File: config.mk
export PLATFORM = sky130hd
export DESIGN_NAME = uart_rx
export DESIGN_NICKNAME = d
export VERILOG_FILES = /design/src/rtl/uart_pkg.sv /design/src/rtl/uart_sync.sv /design/src/rtl/uart_rx.sv
export SDC_FILE = /design/constraint.sdc
export NUM_CORES = 1
export LEC_CHECK = 0
export BUFFER_PORTS_ARGS = -buffer_cell sky130_fd_sc_hd__clkbuf_2
export CAP_MARGIN = 10
export CORE_ASPECT_RATIO = 1.4
export CORE_MARGIN = 2
export CORE_UTILIZATION = 25
export DETAILED_ROUTE_END_ITERATION = 16
export GPL_ROUTABILITY_DRIVEN = 0
export REMOVE_ABC_BUFFERS = 1
export SLEW_MARGIN = 0
export SYNTH_ARGS = -nofsm -noshare
export SYNTH_HDL_FRONTEND = slang
export SYNTH_SLANG_ARGS = --single-unit
File: constraint.sdc
create_clock -name clk -period 1.9 [get_ports clk]
set_input_delay 0.095 -clock clk [delete_from_list [all_inputs] [get_ports clk]]
set_output_delay 0.095 -clock clk [all_outputs]
set_load 0.05 [all_outputs]
File: src/rtl/uart_pkg.sv
// Shared UART definitions: FSM state encodings and bit-period helper,
// common to uart_rx and uart_tx.
package uart_pkg;

    typedef enum logic [2:0] {
        ST_IDLE   = 3'd0,
        ST_START  = 3'd1,
        ST_DATA   = 3'd2,
        ST_PARITY = 3'd3,
        ST_STOP   = 3'd4
    } uart_state_e;

    // Below this the half-bit start check has no room to land mid-bit.
    localparam int MIN_CLKS_PER_BIT = 4;

    // System clocks per line bit (truncating division).
    function automatic int clks_per_bit(input int clk_freq, input int baud);
        return clk_freq / baud;
    endfunction

endpackage

File: src/rtl/uart_sync.sv
// Two-flop synchronizer for the asynchronous serial line. Both flops
// reset to 1 so a reset never looks like a start edge.
module uart_sync (
    input  logic clk,
    input  logic rst,
    input  logic d,
    output logic q
);

    logic meta;

    // Retime d into the clk domain through two flops.
    always_ff @(posedge clk) begin
        if (rst) begin
            meta <= 1'b1;
            q    <= 1'b1;
        end else begin
            meta <= d;
            q    <= meta;
        end
    end

endmodule

File: src/rtl/uart_rx.sv
// UART receiver: 1 start, 8 data (LSB first), optional even parity, 1 stop.
// Build option: define UART_RX_PARITY_EN to expect and check an even-parity
// bit between the last data bit and the stop bit.
module uart_rx #(
    parameter int CLK_FREQ = 100000000,
    parameter int BAUD     = 115200
) (
    input  logic       clk,
    input  logic       rst,
    input  logic       rx,
    output logic [7:0] data,
    output logic       valid,
    output logic       frame_err,
    output logic       parity_err,
    output logic       busy
);

    import uart_pkg::*;

    localparam int CPB = clks_per_bit(CLK_FREQ, BAUD);
    localparam int CW  = (CPB > 1) ? $clog2(CPB) : 1;
    localparam logic [CW-1:0] HALF_RELOAD = CW'(CPB / 2 - 1);
    localparam logic [CW-1:0] FULL_RELOAD = CW'(CPB - 1);

    if (CPB < MIN_CLKS_PER_BIT) begin : g_cpb_check
        $error("uart_rx: CLK_FREQ/BAUD must be at least 4");
    end

    uart_state_e   state, state_nxt;
    logic          rx_s;
    logic          rx_prev;
    logic [CW-1:0] cnt;
    logic [2:0]    bidx;
    logic [7:0]    sr;
    logic          expire;
    logic          par_bad;
    logic          ld_half, ld_full, do_shift;
    logic          set_valid, set_ferr, set_perr;
`ifdef UART_RX_PARITY_EN
    logic          par_bit;
    logic          do_par;
`endif

    uart_sync u_sync (
        .clk (clk),
        .rst (rst),
        .d   (rx),
        .q   (rx_s)
    );

    assign expire = (cnt == '0);
    assign busy   = (state != ST_IDLE);

`ifdef UART_RX_PARITY_EN
    // Even parity: data bits plus parity bit must hold an even count of ones.
    assign par_bad = par_bit ^ (^sr);
`else
    assign par_bad = 1'b0;
`endif

    // State register.
    always_ff @(posedge clk) begin
        if (rst) state <= ST_IDLE;
        else     state <= state_nxt;
    end

    // Next state and per-cycle datapath controls.
    always_comb begin
        state_nxt = state;
        ld_half   = 1'b0;
        ld_full   = 1'b0;
        do_shift  = 1'b0;
        set_valid = 1'b0;
        set_ferr  = 1'b0;
        set_perr  = 1'b0;
`ifdef UART_RX_PARITY_EN
        do_par    = 1'b0;
`endif
        case (state)
            ST_IDLE: begin
                // rx_prev low after a bad stop bit means the line has to go
                // high again before a falling edge can be seen (line break).
                if (rx_prev && !rx_s) begin
                    state_nxt = ST_START;
                    ld_half   = 1'b1;
                end
            end
            ST_START: begin
                if (expire) begin
                    if (rx_s) begin
                        state_nxt = ST_IDLE;
                    end else begin
                        state_nxt = ST_DATA;
                        ld_full   = 1'b1;
                    end
                end
            end
            ST_DATA: begin
                if (expire) begin
                    do_shift = 1'b1;
                    ld_full  = 1'b1;
                    if (bidx == 3'd7) begin
`ifdef UART_RX_PARITY_EN
                        state_nxt = ST_PARITY;
`else
                        state_nxt = ST_STOP;
`endif
                    end
                end
            end
`ifdef UART_RX_PARITY_EN
            ST_PARITY: begin
                if (expire) begin
                    do_par    = 1'b1;
                    ld_full   = 1'b1;
                    state_nxt = ST_STOP;
                end
            end
`endif
            ST_STOP: begin
                // Leave STOP on the sample itself so the next start edge
                // can be caught one cycle later.
                if (expire) begin
                    state_nxt = ST_IDLE;
                    if (!rx_s)        set_ferr  = 1'b1;
                    else if (par_bad) set_perr  = 1'b1;
                    else              set_valid = 1'b1;
                end
            end
            default: state_nxt = ST_IDLE;
        endcase
    end

    // Bit-period counter: reloads only on explicit loads, parks at zero.
    always_ff @(posedge clk) begin
        if (rst)               cnt <= '0;
        else if (ld_half)      cnt <= HALF_RELOAD;
        else if (ld_full)      cnt <= FULL_RELOAD;
        else if (cnt != '0)    cnt <= cnt - 1'b1;
    end

    // Data bit index and LSB-first shift register.
    always_ff @(posedge clk) begin
        if (rst) begin
            bidx <= 3'd0;
            sr   <= 8'h00;
        end else begin
            if (ld_half)       bidx <= 3'd0;
            else if (do_shift) bidx <= bidx + 3'd1;
            if (do_shift)      sr   <= {rx_s, sr[7:1]};
        end
    end

`ifdef UART_RX_PARITY_EN
    // Capture the received parity bit.
    always_ff @(posedge clk) begin
        if (rst)         par_bit <= 1'b0;
        else if (do_par) par_bit <= rx_s;
    end
`endif

    // Edge history and registered outputs; pulses land the cycle after the stop sample.
    always_ff @(posedge clk) begin
        if (rst) begin
            rx_prev   <= 1'b1;
            data      <= 8'h00;
            valid     <= 1'b0;
            frame_err <= 1'b0;
        end else begin
            rx_prev   <= rx_s;
            valid     <= set_valid;
            frame_err <= set_ferr;
            if (set_valid) data <= sr;
        end
    end

`ifdef UART_RX_PARITY_EN
    // Parity error pulse.
    always_ff @(posedge clk) begin
        if (rst) parity_err <= 1'b0;
        else     parity_err <= set_perr;
    end
`else
    assign parity_err = set_perr;
`endif

endmodule

==> results.md <==
- Status: complete, no violations
- Setup ws final: 39.3 ps
- CTS root buffer: clkbuf_8
- Commonest non-fill, non-tap cells in the layout: dfxtp_1 (34), nor2_1 (24), mux2i_1 (19), buf_4 (19), clkbuf_2 (13)
- CP max FO: 5
- Area leader, netlist: dfxtp_1
- Chip height: 99.2 um
- DRC: 0
- # setup viols final: 0
- Drt initial violations: 23
- Layout Skew: 7.28 ps
- Avg WL per Cell: 12.6 um
- Initial Util: 25.9%
- Clk sinks: 37
- I/O pin count: 15
- I/O Buffers: 13
- Synthesized cell area: 1620 um^2
- Max cap viols: 0
- Post-synth top area share: 45.8%
- Drt pass-1 iters: 4
- TNS Setup: 0 ps
- Cts bufs inserted: 5
- Crit end category: register
- Initial antenna violation count: 0
- Fillers: 635
- Die width: 72.0 um
- Worst-skew pair later-pin latency: 300 ps
- Max VDD drop: 466 uV
- Post-Route WL: 3460 um
- WP data required: 2130 ps
- First-pass GRT wire length: 5870 um
- Synth warn: 0
- Setup CP Type: register to register
- Period utilization: 97.9%
- Die area: 7140 um^2
- Register clock-pin slew on the reported worst setup and hold paths: 70 ps
- Seq/Total Area, Yosys: 45.8%
- Grt total ovfl: 0
- Cell Rows: 34
- FMAX: 537 MHz
- Post-Syn Area per Cell: 9.52 um^2
- Nets: 207
- GRT Util Overall: 10.6%
- Fraction of layout cells with a size suffix above 1: 31.2%
- Clock power frac: 25.4%
- Synth cell types: 39
- DP Wirelength: 2440 um
- Vias post-DR: 1,296
- Net Sw Frac: 33.3%
- Startpoint types: register
- NetSw: 0.000902 W
- RSZ-0062 raised after global routing: yes
- HP Class: input pin to register
- Number of synthesized register bits: 37
- Pleak: 0.781 nW
- Power Internal: 0.00181 W
- CTS Buffer Depth: 2
- Leading cell type in the layout, fill and taps excluded: dfxtp_1
- Worst stage delay on the critical path: 400 ps
- Share of power burned in registers: 35.9%
- Crit-path cells: buf_4 > or3_1 > or3_4 > or4_1 > a31oi_1
- Final Hold Vio Count: 0
- Top cells by area, synth: dfxtp_1 (46%), mux2i_1 (12%), nor2_1 (5.6%)
- ANT cells: 0
- Cells after Synth: 170
- Area grow syn2layout: 28.2%
- Pin count of the biggest net entering global routing: 20
- Logic pwr share: 38.7%
- H-Tree Depth: 2
- PwrDens: 1310 nW/um^2
- CTS tree: done
- Fin crit period: 1860 ps
- Final ANT Viol Nets: 0
- Final Max Slew Viols: 0
- Worst path slowest cell: or3_1
- Core area: 6250 um^2
- Pre-CTS WS: -158 ps
- Worst path arrival time: 2090 ps
- Average vias per placed instance: 4.73
- Vias in the first global route: 1,302
-- registers in the layout, indices dropped and copies added, names as in the netlist --
signal and count:
cnt 10, data 8, sr 8, bidx 3, state 3, frame_err 1
rx_prev 1, u_sync.meta 1, u_sync.q 1, valid 1
-- worst paths after layout --
path,startpoint,to,slack (ps),depth (start not counted)
worst min-delay path,rst,cnt[0],240,2
worst max register to register,cnt[1],cnt[7],40,5
worst min register to register,u_sync.meta,u_sync.q,420,1
worst max-delay path,cnt[1],cnt[7],40,5
-- synthesized netlist by cell type (all sizes together) --
master	count
dfxtp	37
nor2	24
mux2i	19
o21ai	8
or3	7
buf	6
clkbuf	6
nand2b	6
a31oi	5
nor3	5
a211oi	4
a21oi	4
inv	4
or4	4
ha	3
nand2	3
nor4	3
or2	3
nand3	2
o31ai	2
or3b	2
xnor2	2
a2111oi	1
a21boi	1
and2	1
conb	1
nand3b	1
nand4b	1
o21bai	1
o32ai	1
or4b	1
or4bb	1
xor2	1
-- power groups by stage --
stage | Sequential, W | Clock (W) | Combinational [W]
2_1_floorplan | 0.000959 | 0 | 0.000500
6_report | 0.000973 | 0.000688 | 0.00105
5_1_grt | 0.000988 | 0.000726 | 0.00114
3_3_place_gp | 0.000965 | 0 | 0.000830
4_1_cts | 0.000964 | 0.000695 | 0.000971
3_5_place_dp | 0.000971 | 0 | 0.000849
-- layer usage --
layer	routed length [um]	vias up	track usage (%)
met5	0	-	0
met1	1410	599	11.0
met2	1820	26	18.8
li1	-	659	-
met3	129	12	2.33
met4	96	0	6.68
-- final cells by class --
type	count	area (um^2)	share of cell area [%]
Clock buffer	6	72.6	3.50
Multi-Input combinational cell	117	853	41.1
Sequential cell	37	744	35.9
Tap cell	72	90.1	4.34
Timing Repair Buffer	36	260	12.5
Inverter	4	15.0	0.724
Clock inverter	2	38.8	1.87
-- through the flow --
step	total power (W)	area (um^2)	util [%]	hold slack (ps)	std cells
2_1_floorplan	0.00146	1560	-	164	158
3_3_place_gp	0.00179	1870	29.8	280	262
3_5_place_dp	0.00182	1870	29.8	282	262
4_1_cts	0.00263	2040	32.7	244	273
5_1_grt	0.00285	2070	33.2	275	274
6_report	0.00271	2070	33.2	240	274
-- logic make-up (layout without fill, tap and decap cells) --
| logic type | after synthesis | after routing | synth area share [%] |
|---|---|---|---|
| xor+xnor | 3 | 3 | 1.62 |
| simple gates | 64 | 64 | 23.0 |
| buf+inv | 16 | 48 | 4.79 |
| flops | 37 | 37 | 45.8 |
| compound gates | 27 | 27 | 10.4 |
| other cells | 1 | 1 | 0.232 |
| mux | 19 | 19 | 11.8 |
| fa+ha+maj | 3 | 3 | 2.32 |
-- repair_timing --
| item | CTS | global route |
|---|---|---|
| cloned | 1 | 0 |
| buffers inserted | 1 | 1 |
| gates resized for setup | 13 | 9 |
| endpoints found under the hold margin | 1 | 0 |
| endpoints found under the setup margin | 27 | 25 |
| pin swaps | 3 | 5 |
| hold buffers | 1 | 0 |
-- worst max-delay path, delay by kind of cell, from the launching register on --
| kind | cells | cell delay, ps |
|---|---|---|
| DFF | 1 | 320 |
| AOI/OAI and AO/OA | 1 | 160 |
| buffers and inverters | 1 | 130 |
| and+or+nand+nor | 3 | 1180 |
(Power assumes the default switching activity.)
